===== src/rtl/periph_bus_pkg.sv =====
// periph_bus_pkg: shared types and constants for the peripheral bus arbiter.
// Latency: n/a (types and constants only).
// Backpressure: n/a.
// Contents: arbiter FSM encoding, peripheral decode width, default bus widths, master id type.
package periph_bus_pkg;

  typedef enum logic [1:0] {
    ARB_IDLE  = 2'd0,
    ARB_LOCK0 = 2'd1,
    ARB_LOCK1 = 2'd2
  } arb_state_t;

  // The peripheral decodes only the low 22 address bits.
  localparam int PERIPH_ADDR_LEN = 22;
  localparam int BUS_ADDR_W      = 32;
  localparam int BUS_DATA_W      = 32;

  // Two masters, so a master id is a single bit.
  typedef logic mid_t;

endpackage


===== src/rtl/periph_bus_arbiter_if.sv =====
// periph_bus_arbiter_if: one master's request/response bundle toward the arbiter.
// Latency: gnt is same-cycle; rvalid/rdata arrive one cycle after a read's gnt.
// Backpressure: master holds req (and wr/addr/wdata) until gnt is seen.
// Modports: master (drives req/wr/addr/wdata/lock), slave (arbiter side, drives gnt/rvalid/rdata).
interface periph_bus_arbiter_if #(
  parameter int ADDR_W = 32,
  parameter int DATA_W = 32
);

  logic              req;
  logic              wr;
  logic [ADDR_W-1:0] addr;
  logic [DATA_W-1:0] wdata;
  logic              lock;
  logic              gnt;
  logic              rvalid;
  logic [DATA_W-1:0] rdata;

  modport master (
    output req, wr, addr, wdata, lock,
    input  gnt, rvalid, rdata
  );

  modport slave (
    input  req, wr, addr, wdata, lock,
    output gnt, rvalid, rdata
  );

endinterface


===== src/rtl/periph_bus_arbiter_rr_arb2.sv =====
// rr_arb2: two-input round-robin picker; on a tie the master that did not win last time wins.
// Latency: purely combinational.
// Backpressure: none; the loser simply sees no grant and keeps requesting.
// Ports: req[1:0] requests, last = id of previous winner, gnt[1:0] one-hot (or zero) grant.
module rr_arb2 (
  input  logic [1:0] req,
  input  logic       last,
  output logic [1:0] gnt
);

  always_comb begin
    gnt = req;
    if (req == 2'b11) begin
      gnt = last ? 2'b01 : 2'b10;
    end
  end

endmodule


===== src/rtl/periph_bus_arbiter.sv =====
// periph_bus_arbiter: shares the single-port peripheral register bus between m0 (CPU LSU) and m1 (debug/DMA).
// Latency: grant same cycle as req; read data returned to the owner one cycle after the read's grant.
// Backpressure: losing master holds req until granted; one transfer accepted per cycle, fully pipelined.
// Ports: clk, rst (async, active-high); m0/m1 slave-side bus interfaces; p_addr/p_wr/p_wdata to the
//   peripheral, p_rdata from it (registered in the peripheral).
// Optional bus locking is built only when PERIPH_ARB_LOCK_EN is defined; otherwise m*.lock is ignored.
module periph_bus_arbiter
  import periph_bus_pkg::*;
#(
  parameter int ADDR_W   = BUS_ADDR_W,
  parameter int DATA_W   = BUS_DATA_W,
  parameter int LOCK_MAX = 15
) (
  input  logic                clk,
  input  logic                rst,
  periph_bus_arbiter_if.slave m0,
  periph_bus_arbiter_if.slave m1,
  output logic [ADDR_W-1:0]   p_addr,
  output logic                p_wr,
  output logic [DATA_W-1:0]   p_wdata,
  input  logic [DATA_W-1:0]   p_rdata
);

  logic [1:0]        rr_gnt;
  logic [1:0]        gnt;
  logic              any_gnt;
  mid_t              winner;
  mid_t              last;
  logic              rtag_v;
  mid_t              rtag;
  logic              rvalid0, rvalid1;
  logic [DATA_W-1:0] rdata0_q, rdata1_q;
  arb_state_t        state;

  rr_arb2 u_rr (
    .req  ({m1.req, m0.req}),
    .last (last),
    .gnt  (rr_gnt)
  );

`ifdef PERIPH_ARB_LOCK_EN
  localparam int CNT_W = $clog2(LOCK_MAX + 1);

  arb_state_t       state_nxt;
  logic [CNT_W-1:0] lock_cnt, lock_cnt_nxt, cnt_inc;
  logic             own_req, own_lock;

  assign own_req  = (state == ARB_LOCK1) ? m1.req  : m0.req;
  assign own_lock = (state == ARB_LOCK1) ? m1.lock : m0.lock;
  assign cnt_inc  = lock_cnt + CNT_W'(1);

  always_ff @(posedge clk or posedge rst) begin
    if (rst) begin
      state    <= ARB_IDLE;
      lock_cnt <= '0;
    end else begin
      state    <= state_nxt;
      lock_cnt <= lock_cnt_nxt;
    end
  end

  // lock_cnt counts grants taken inside the current lock, including the one
  // being accepted; the grant that brings it to LOCK_MAX is the last one.
  always_comb begin
    state_nxt    = state;
    lock_cnt_nxt = lock_cnt;
    case (state)
      ARB_IDLE: begin
        if (any_gnt && (winner ? m1.lock : m0.lock) && (LOCK_MAX > 1)) begin
          state_nxt    = winner ? ARB_LOCK1 : ARB_LOCK0;
          lock_cnt_nxt = CNT_W'(1);
        end
      end
      ARB_LOCK0, ARB_LOCK1: begin
        if (any_gnt) begin
          lock_cnt_nxt = cnt_inc;
          if (!own_lock || (cnt_inc == CNT_W'(LOCK_MAX))) begin
            state_nxt = ARB_IDLE;
          end
        end else if (!own_req && !own_lock) begin
          state_nxt = ARB_IDLE;
        end
      end
      default: state_nxt = ARB_IDLE;
    endcase
  end
`else
  localparam int UNUSED_LOCK_MAX = LOCK_MAX;
  logic unused_lock;

  assign state       = ARB_IDLE;
  assign unused_lock = m0.lock ^ m1.lock;
`endif

  // Grant decode: while locked only the owner can be granted. Reset kills
  // grants immediately so nothing reaches the peripheral during reset.
  always_comb begin
    case (state)
      ARB_LOCK0: gnt = {1'b0, m0.req};
      ARB_LOCK1: gnt = {m1.req, 1'b0};
      default:   gnt = rr_gnt;
    endcase
    if (rst) begin
      gnt = 2'b00;
    end
  end

  assign any_gnt = |gnt;
  assign winner  = gnt[1];
  assign m0.gnt  = gnt[0];
  assign m1.gnt  = gnt[1];

  always_comb begin
    p_addr  = '0;
    p_wr    = 1'b0;
    p_wdata = '0;
    if (gnt[0]) begin
      p_addr  = m0.addr;
      p_wr    = m0.wr;
      p_wdata = m0.wdata;
    end else if (gnt[1]) begin
      p_addr  = m1.addr;
      p_wr    = m1.wr;
      p_wdata = m1.wdata;
    end
  end

  // Read tag: the peripheral returns data one cycle after the read is
  // accepted, so remember who asked and route p_rdata there next cycle.
  assign rvalid0 = rtag_v && (rtag == 1'b0);
  assign rvalid1 = rtag_v && (rtag == 1'b1);

  always_ff @(posedge clk or posedge rst) begin
    if (rst) begin
      last     <= 1'b1;
      rtag_v   <= 1'b0;
      rtag     <= 1'b0;
      rdata0_q <= '0;
      rdata1_q <= '0;
    end else begin
      rtag_v <= any_gnt && !p_wr;
      if (any_gnt) begin
        last <= winner;
        rtag <= winner;
      end
      if (rvalid0) rdata0_q <= p_rdata;
      if (rvalid1) rdata1_q <= p_rdata;
    end
  end

  // rdata shows live peripheral data while valid, then holds it.
  assign m0.rvalid = rvalid0;
  assign m1.rvalid = rvalid1;
  assign m0.rdata  = rvalid0 ? p_rdata : rdata0_q;
  assign m1.rdata  = rvalid1 ? p_rdata : rdata1_q;

endmodule


===== src/flat_wrapper.sv =====
// flat-port wrapper written by rule: the top's interface ports become plain ports
module periph_bus_arbiter_flat import periph_bus_pkg::*;
#(
  parameter int ADDR_W   = BUS_ADDR_W,
  parameter int DATA_W   = BUS_DATA_W,
  parameter int LOCK_MAX = 15
)
  (clk, rst, p_addr, p_wr, p_wdata, p_rdata, m0_req, m0_wr, m0_addr, m0_wdata, m0_lock, m0_gnt, m0_rvalid, m0_rdata, m1_req, m1_wr, m1_addr, m1_wdata, m1_lock, m1_gnt, m1_rvalid, m1_rdata);
  periph_bus_arbiter_if #(.ADDR_W(ADDR_W), .DATA_W(DATA_W)) m0_i ();
  periph_bus_arbiter_if #(.ADDR_W(ADDR_W), .DATA_W(DATA_W)) m1_i ();
  input  logic clk;
  input  logic rst;
  output logic [ADDR_W-1:0] p_addr;
  output logic p_wr;
  output logic [DATA_W-1:0] p_wdata;
  input  logic [DATA_W-1:0] p_rdata;
  input wire logic [$bits(m0_i.req)-1:0] m0_req;
  input wire logic [$bits(m0_i.wr)-1:0] m0_wr;
  input wire logic [$bits(m0_i.addr)-1:0] m0_addr;
  input wire logic [$bits(m0_i.wdata)-1:0] m0_wdata;
  input wire logic [$bits(m0_i.lock)-1:0] m0_lock;
  output wire logic [$bits(m0_i.gnt)-1:0] m0_gnt;
  output wire logic [$bits(m0_i.rvalid)-1:0] m0_rvalid;
  output wire logic [$bits(m0_i.rdata)-1:0] m0_rdata;
  input wire logic [$bits(m1_i.req)-1:0] m1_req;
  input wire logic [$bits(m1_i.wr)-1:0] m1_wr;
  input wire logic [$bits(m1_i.addr)-1:0] m1_addr;
  input wire logic [$bits(m1_i.wdata)-1:0] m1_wdata;
  input wire logic [$bits(m1_i.lock)-1:0] m1_lock;
  output wire logic [$bits(m1_i.gnt)-1:0] m1_gnt;
  output wire logic [$bits(m1_i.rvalid)-1:0] m1_rvalid;
  output wire logic [$bits(m1_i.rdata)-1:0] m1_rdata;
  assign m0_i.req = m0_req;
  assign m0_i.wr = m0_wr;
  assign m0_i.addr = m0_addr;
  assign m0_i.wdata = m0_wdata;
  assign m0_i.lock = m0_lock;
  assign m0_gnt = m0_i.gnt;
  assign m0_rvalid = m0_i.rvalid;
  assign m0_rdata = m0_i.rdata;
  assign m1_i.req = m1_req;
  assign m1_i.wr = m1_wr;
  assign m1_i.addr = m1_addr;
  assign m1_i.wdata = m1_wdata;
  assign m1_i.lock = m1_lock;
  assign m1_gnt = m1_i.gnt;
  assign m1_rvalid = m1_i.rvalid;
  assign m1_rdata = m1_i.rdata;
  periph_bus_arbiter #(.ADDR_W(ADDR_W), .DATA_W(DATA_W), .LOCK_MAX(LOCK_MAX)) u_core (.clk(clk), .rst(rst), .m0(m0_i), .m1(m1_i), .p_addr(p_addr), .p_wr(p_wr), .p_wdata(p_wdata), .p_rdata(p_rdata));
endmodule

===== config.mk =====
export PLATFORM = sky130hd
export DESIGN_NAME = periph_bus_arbiter_flat
export DESIGN_NICKNAME = d
export VERILOG_FILES = /design/src/rtl/periph_bus_pkg.sv /design/src/rtl/periph_bus_arbiter_if.sv /design/src/rtl/periph_bus_arbiter_rr_arb2.sv /design/src/rtl/periph_bus_arbiter.sv /design/src/flat_wrapper.sv
export SDC_FILE = /design/constraint.sdc
export NUM_CORES = 1
export LEC_CHECK = 0
export ABC_AREA = 0
export ABC_CLOCK_PERIOD_IN_PS = 5500
export CAP_MARGIN = 10
export CORE_AREA = 5 5 115 117
export CTS_CLUSTER_SIZE = 16
export DETAILED_ROUTE_END_ITERATION = 12
export DIE_AREA = 0 0 120 122
export DONT_BUFFER_PORTS = 1
export PLACE_DENSITY = 0.51
export SKIP_LAST_GASP = 1
export SYNTH_ARGS = -nofsm -noshare
export SYNTH_HDL_FRONTEND = slang
export SYNTH_HIERARCHICAL = 1
export SYNTH_SLANG_ARGS = --single-unit
export TNS_END_PERCENT = 1

===== constraint.sdc =====
create_clock -name clk -period 5.5 [get_ports clk]
set_input_delay 0.825 -clock clk [delete_from_list [all_inputs] [get_ports clk]]
set_output_delay 0.825 -clock clk [all_outputs]
set_load 0.01 [all_outputs]

==> qor.log <==
INFO  place          finalWeightedCongestion=0.849
INFO  worst_setup_path worst_ep_required_time=4.68ns
INFO  grt            grt_start_max_net_pins=68
INFO  drt            drcViolationCount=0
INFO  clocking       clk_root_buffer_cell=sky130_fd_sc_hd__clkbuf_16
INFO  power_and_ir_drop net-switching-power=623µW
INFO  clocking       cts_max_level=3
INFO  synth          synth-compound-area-share=19.7%
INFO  power_and_ir_drop power.sequential.fraction=39.5%
INFO  grt            grt.overflow.total=0
INFO  synth          gate_count_of_the_mapped_netlist=243
INFO  grt            vias_in_the_first_global_route=2371
INFO  layout         final-seq-area=1680µm²
INFO  timing         final-setup-viol-count=0
INFO  worst_setup_path critical-path-top-delay-family=simple AND/OR/NAND/NOR gates
INFO  drt            finalWirelength=12000µm
INFO  power_and_ir_drop p_per_area=501nW/µm²
INFO  timing         rsz0062_at_grt=no
INFO  drt            drt-initial-drc-count=227
INFO  layout         post_layout_nonfiller_instances=385
INFO  layout         multi_input_area=1580µm²
INFO  drt            drt-pass1-iter-count=5
INFO  floorplanning  row_count=41
INFO  layout         postLayoutCellArea=3810µm²
INFO  power_and_ir_drop switching_fraction=32.7%
INFO  power_and_ir_drop internal-power=1.29mW
INFO  synth          syn_avg_cell_area=14.3µm²
INFO  floorplanning  core_region_area=12300µm²
INFO  grt            track_usage=15.6%
INFO  run            maxCapViolations=0
INFO  clocking       tritoncts.num_buffers=9
INFO  layout         final_nets=398
INFO  synth          seq_area_frac_synth=48.3%
INFO  floorplanning  pin_count=301
INFO  timing         skew=0.00705ns
INFO  grt            antenna_violations_before_repair=0
INFO  place          port-buffer-count=0
INFO  synth          ys.warnings.count=6
INFO  synth          synthSimpleGateAreaFrac=0.901%
INFO  floorplanning  fp.dieW=120µm
INFO  layout         fillCellCount=1213
INFO  clocking       clock_sinks=67
INFO  clocking       max-clock-path-buffers=2
INFO  synth          synth_area_leaders=sky130_fd_sc_hd__dfrtp_1, sky130_fd_sc_hd__a32o_1, sky130_fd_sc_hd__mux2_4
INFO  floorplanning  die_height=122µm
INFO  synth          synth_top_cell_by_area=sky130_fd_sc_hd__dfrtp_1
INFO  clocking       gates_resized_cts_repair=0
INFO  synth          yosys-mux-area-fraction=23.9%
INFO  timing         max_slew_margin=35.9%
INFO  place          dpl-instance-area=3500µm²
INFO  layout         layout_stage_area_growth_over_the_synthesis_result=9.69%
INFO  floorplanning  die_area=14600µm²
INFO  worst_setup_path endpoint_kind=output pin
INFO  floorplanning  initial_core_utilization=28.3%
INFO  synth          synth_cell_type_count=18
INFO  worst_setup_path crit_path_cell_trace=inv_1 > a21boi_1 > nor2b_4 > buf_4 > a32o_1
INFO  clocking       cts_setup_buffers=0
INFO  worst_setup_path cp_max_fo=45
INFO  synth          post_synth_instance_area=3470µm²
INFO  clocking       hold_buffer_count_at_cts=0
INFO  drt            dr_total_vias=2316
INFO  power_and_ir_drop pwr-share-comb=31.7%
INFO  power_and_ir_drop power.static_leakage=1.53nW
INFO  drt            post_drt_wl_per_cell=31.1µm
INFO  drt            route.detailed.vias_per_inst=6.02
INFO  grt            grt_pass1_wl=16900µm
INFO  place          dp.cells=368
INFO  layout         antenna_cells_inserted=0
INFO  timing         tightest_pin_transition=0.960ns
INFO  status         status=finished, final reports clean
INFO  timing         timing.fmax=270MHz
INFO  worst_setup_path critPathSlowestCell=sky130_fd_sc_hd__nor2b_4
INFO  power_and_ir_drop power.share.clock=28.8%
INFO  synth          synth-xor-area-share=0%
INFO  layout         post_route_cells_drive_above_1_share=24.7%
INFO  worst_setup_path worst-setup-path-type=flip-flop to output pin
INFO  timing         final_min_period_over_clock_period=67.4%
INFO  worst_hold_path hold_wc_path_type=flip-flop to flip-flop
INFO  synth          yosysTopAreaCellShare=47.6%
INFO  timing         final-max-slew-violation-count=0
INFO  timing         fin_tns_setup=0ns
INFO  drt            detail-route-antenna-nets=0
INFO  clocking       clock_latency=0.32ns
INFO  synth          postSynthRegisterBits=67
INFO  synth          syn_nets=411
INFO  power_and_ir_drop vdd_ir_drop_max=0.137mV
INFO  worst_setup_path cp_data_arrival_time=2.88ns
INFO  timing         hold_violations=0
INFO  synth          synth_fa_ha_area_share=0%
INFO  worst_setup_path slowest_delay=0.85ns
INFO  place          detailedPlacementHpwl=9400µm
INFO  worst_setup_path crit_path_start_kind=flip-flop
INFO  clocking       tritoncts_clock_tree=yes
INFO  worst_setup_path cp.buffers_inverters=2
INFO  timing         finalWorstPathRequiredPeriod=3.71ns
INFO  clocking       path_clk_slew=0.05ns
INFO  synth          largest_family_of_logic_cells_by_synthesized_area=multiplexers
-- synth_stat cells (all sizes together) --
master   n
inv      8
a21boi   2
clkbuf   5
nor2     1
o21ai    2
a32o    66
nor2b    2
nand2b   1
dfstp    1
mux2    64
dfrtp   66
buf     24
nand2    1
-- worst min-delay path, stage by stage (launching register included) --
cell and delay [ns]:
sky130_fd_sc_hd__dfstp_2 0.39, sky130_fd_sc_hd__inv_1 0.05, sky130_fd_sc_hd__o21ai_1 0.06
-- final cells by class --
class | count | share of cell area (%)
tap | 150 | 4.93
clock inverter | 5 | 1.41
timing repair buffer | 5 | 1.31
inverter | 8 | 0.788
clock buffer | 11 | 6.11
multi-input combinational | 139 | 41.4
sequential | 67 | 44.0
-- through the flow --
step | hold WS [ns] | worst slack (ns) | utilization, % | total power [mW]
2_1_floorplan | 0.456 | 2.93 | - | 1.26
3_3_place_gp | 0.493 | 1.99 | 28.6 | 1.36
3_5_place_dp | 0.495 | 1.91 | 28.6 | 1.38
4_1_cts | 0.505 | 1.79 | 30.9 | 1.95
5_1_grt | 0.528 | 1.61 | 31.1 | 2.03
6_report | 0.506 | 1.79 | 31.1 | 1.91
-- state kept, by name, indices dropped and copies added, names as in the netlist --
name	count
u_core/rtag	1
u_core/rdata1_q	32
u_core/rtag_v	1
u_core/last	1
u_core/rdata0_q	32
-- cells in the final DEF, fill, tap and decap left out --
master,count
sky130_fd_sc_hd__a21boi_4,1
sky130_fd_sc_hd__nand2_2,1
sky130_fd_sc_hd__buf_4,4
sky130_fd_sc_hd__nor2b_4,2
sky130_fd_sc_hd__nor2_4,1
sky130_fd_sc_hd__inv_2,1
sky130_fd_sc_hd__clkbuf_16,9
sky130_fd_sc_hd__dfstp_2,1
sky130_fd_sc_hd__a32o_1,66
sky130_fd_sc_hd__clkinv_4,1
sky130_fd_sc_hd__mux2_4,29
sky130_fd_sc_hd__nand2b_1,1
sky130_fd_sc_hd__inv_1,7
sky130_fd_sc_hd__buf_12,1
sky130_fd_sc_hd__a21boi_1,1
sky130_fd_sc_hd__dfrtp_1,66
sky130_fd_sc_hd__mux2_2,3
sky130_fd_sc_hd__clkinv_2,3
sky130_fd_sc_hd__bufinv_16,1
sky130_fd_sc_hd__o21ai_1,2
sky130_fd_sc_hd__mux2_1,32
sky130_fd_sc_hd__clkbuf_1,2
-- final timing paths --
| check | slack [ns] | to | from | cells after the start |
|---|---|---|---|---|
| max | 1.79 | p_addr[0] | u_core/last | 5 |
| min | 0.51 | u_core/last | u_core/last | 2 |
| max reg2reg | 3.47 | u_core/rtag_v | u_core/last | 4 |
| min reg2reg | 0.51 | u_core/last | u_core/last | 2 |
| max in group asynchronous | 4.31 | u_core/rdata0_q[26] | rst | 2 |
| min in group asynchronous | 0.62 | u_core/rtag_v | rst | 2 |
-- per-layer routing --
layer	global-route usage (%)	wire, µm	vias to the layer above	share of wire (%)
met5	0	0	-	0
met4	3.22	99	0	0.83
met3	8.54	1530	9	13
met2	24.1	5730	186	48
met1	19.5	4630	1174	39
li1	-	-	947	-
-- kinds of logic after synthesis --
family	after synthesis
buffers and inverters	37
muxes	64
and+or+nand+nor	5
AOI/OAI and AO/OA	70
DFF	67
-- power by group through the flow --
stage	clock (mW)	sequential, mW	combinational (mW)
after floorplan	0	0.743	0.515
after global placement	0	0.754	0.604
after detailed placement	0	0.764	0.614
after CTS	0.574	0.756	0.618
after global routing	0.601	0.777	0.653
final	0.550	0.754	0.605
Note: power is estimated with default switching activity, not from simulation.
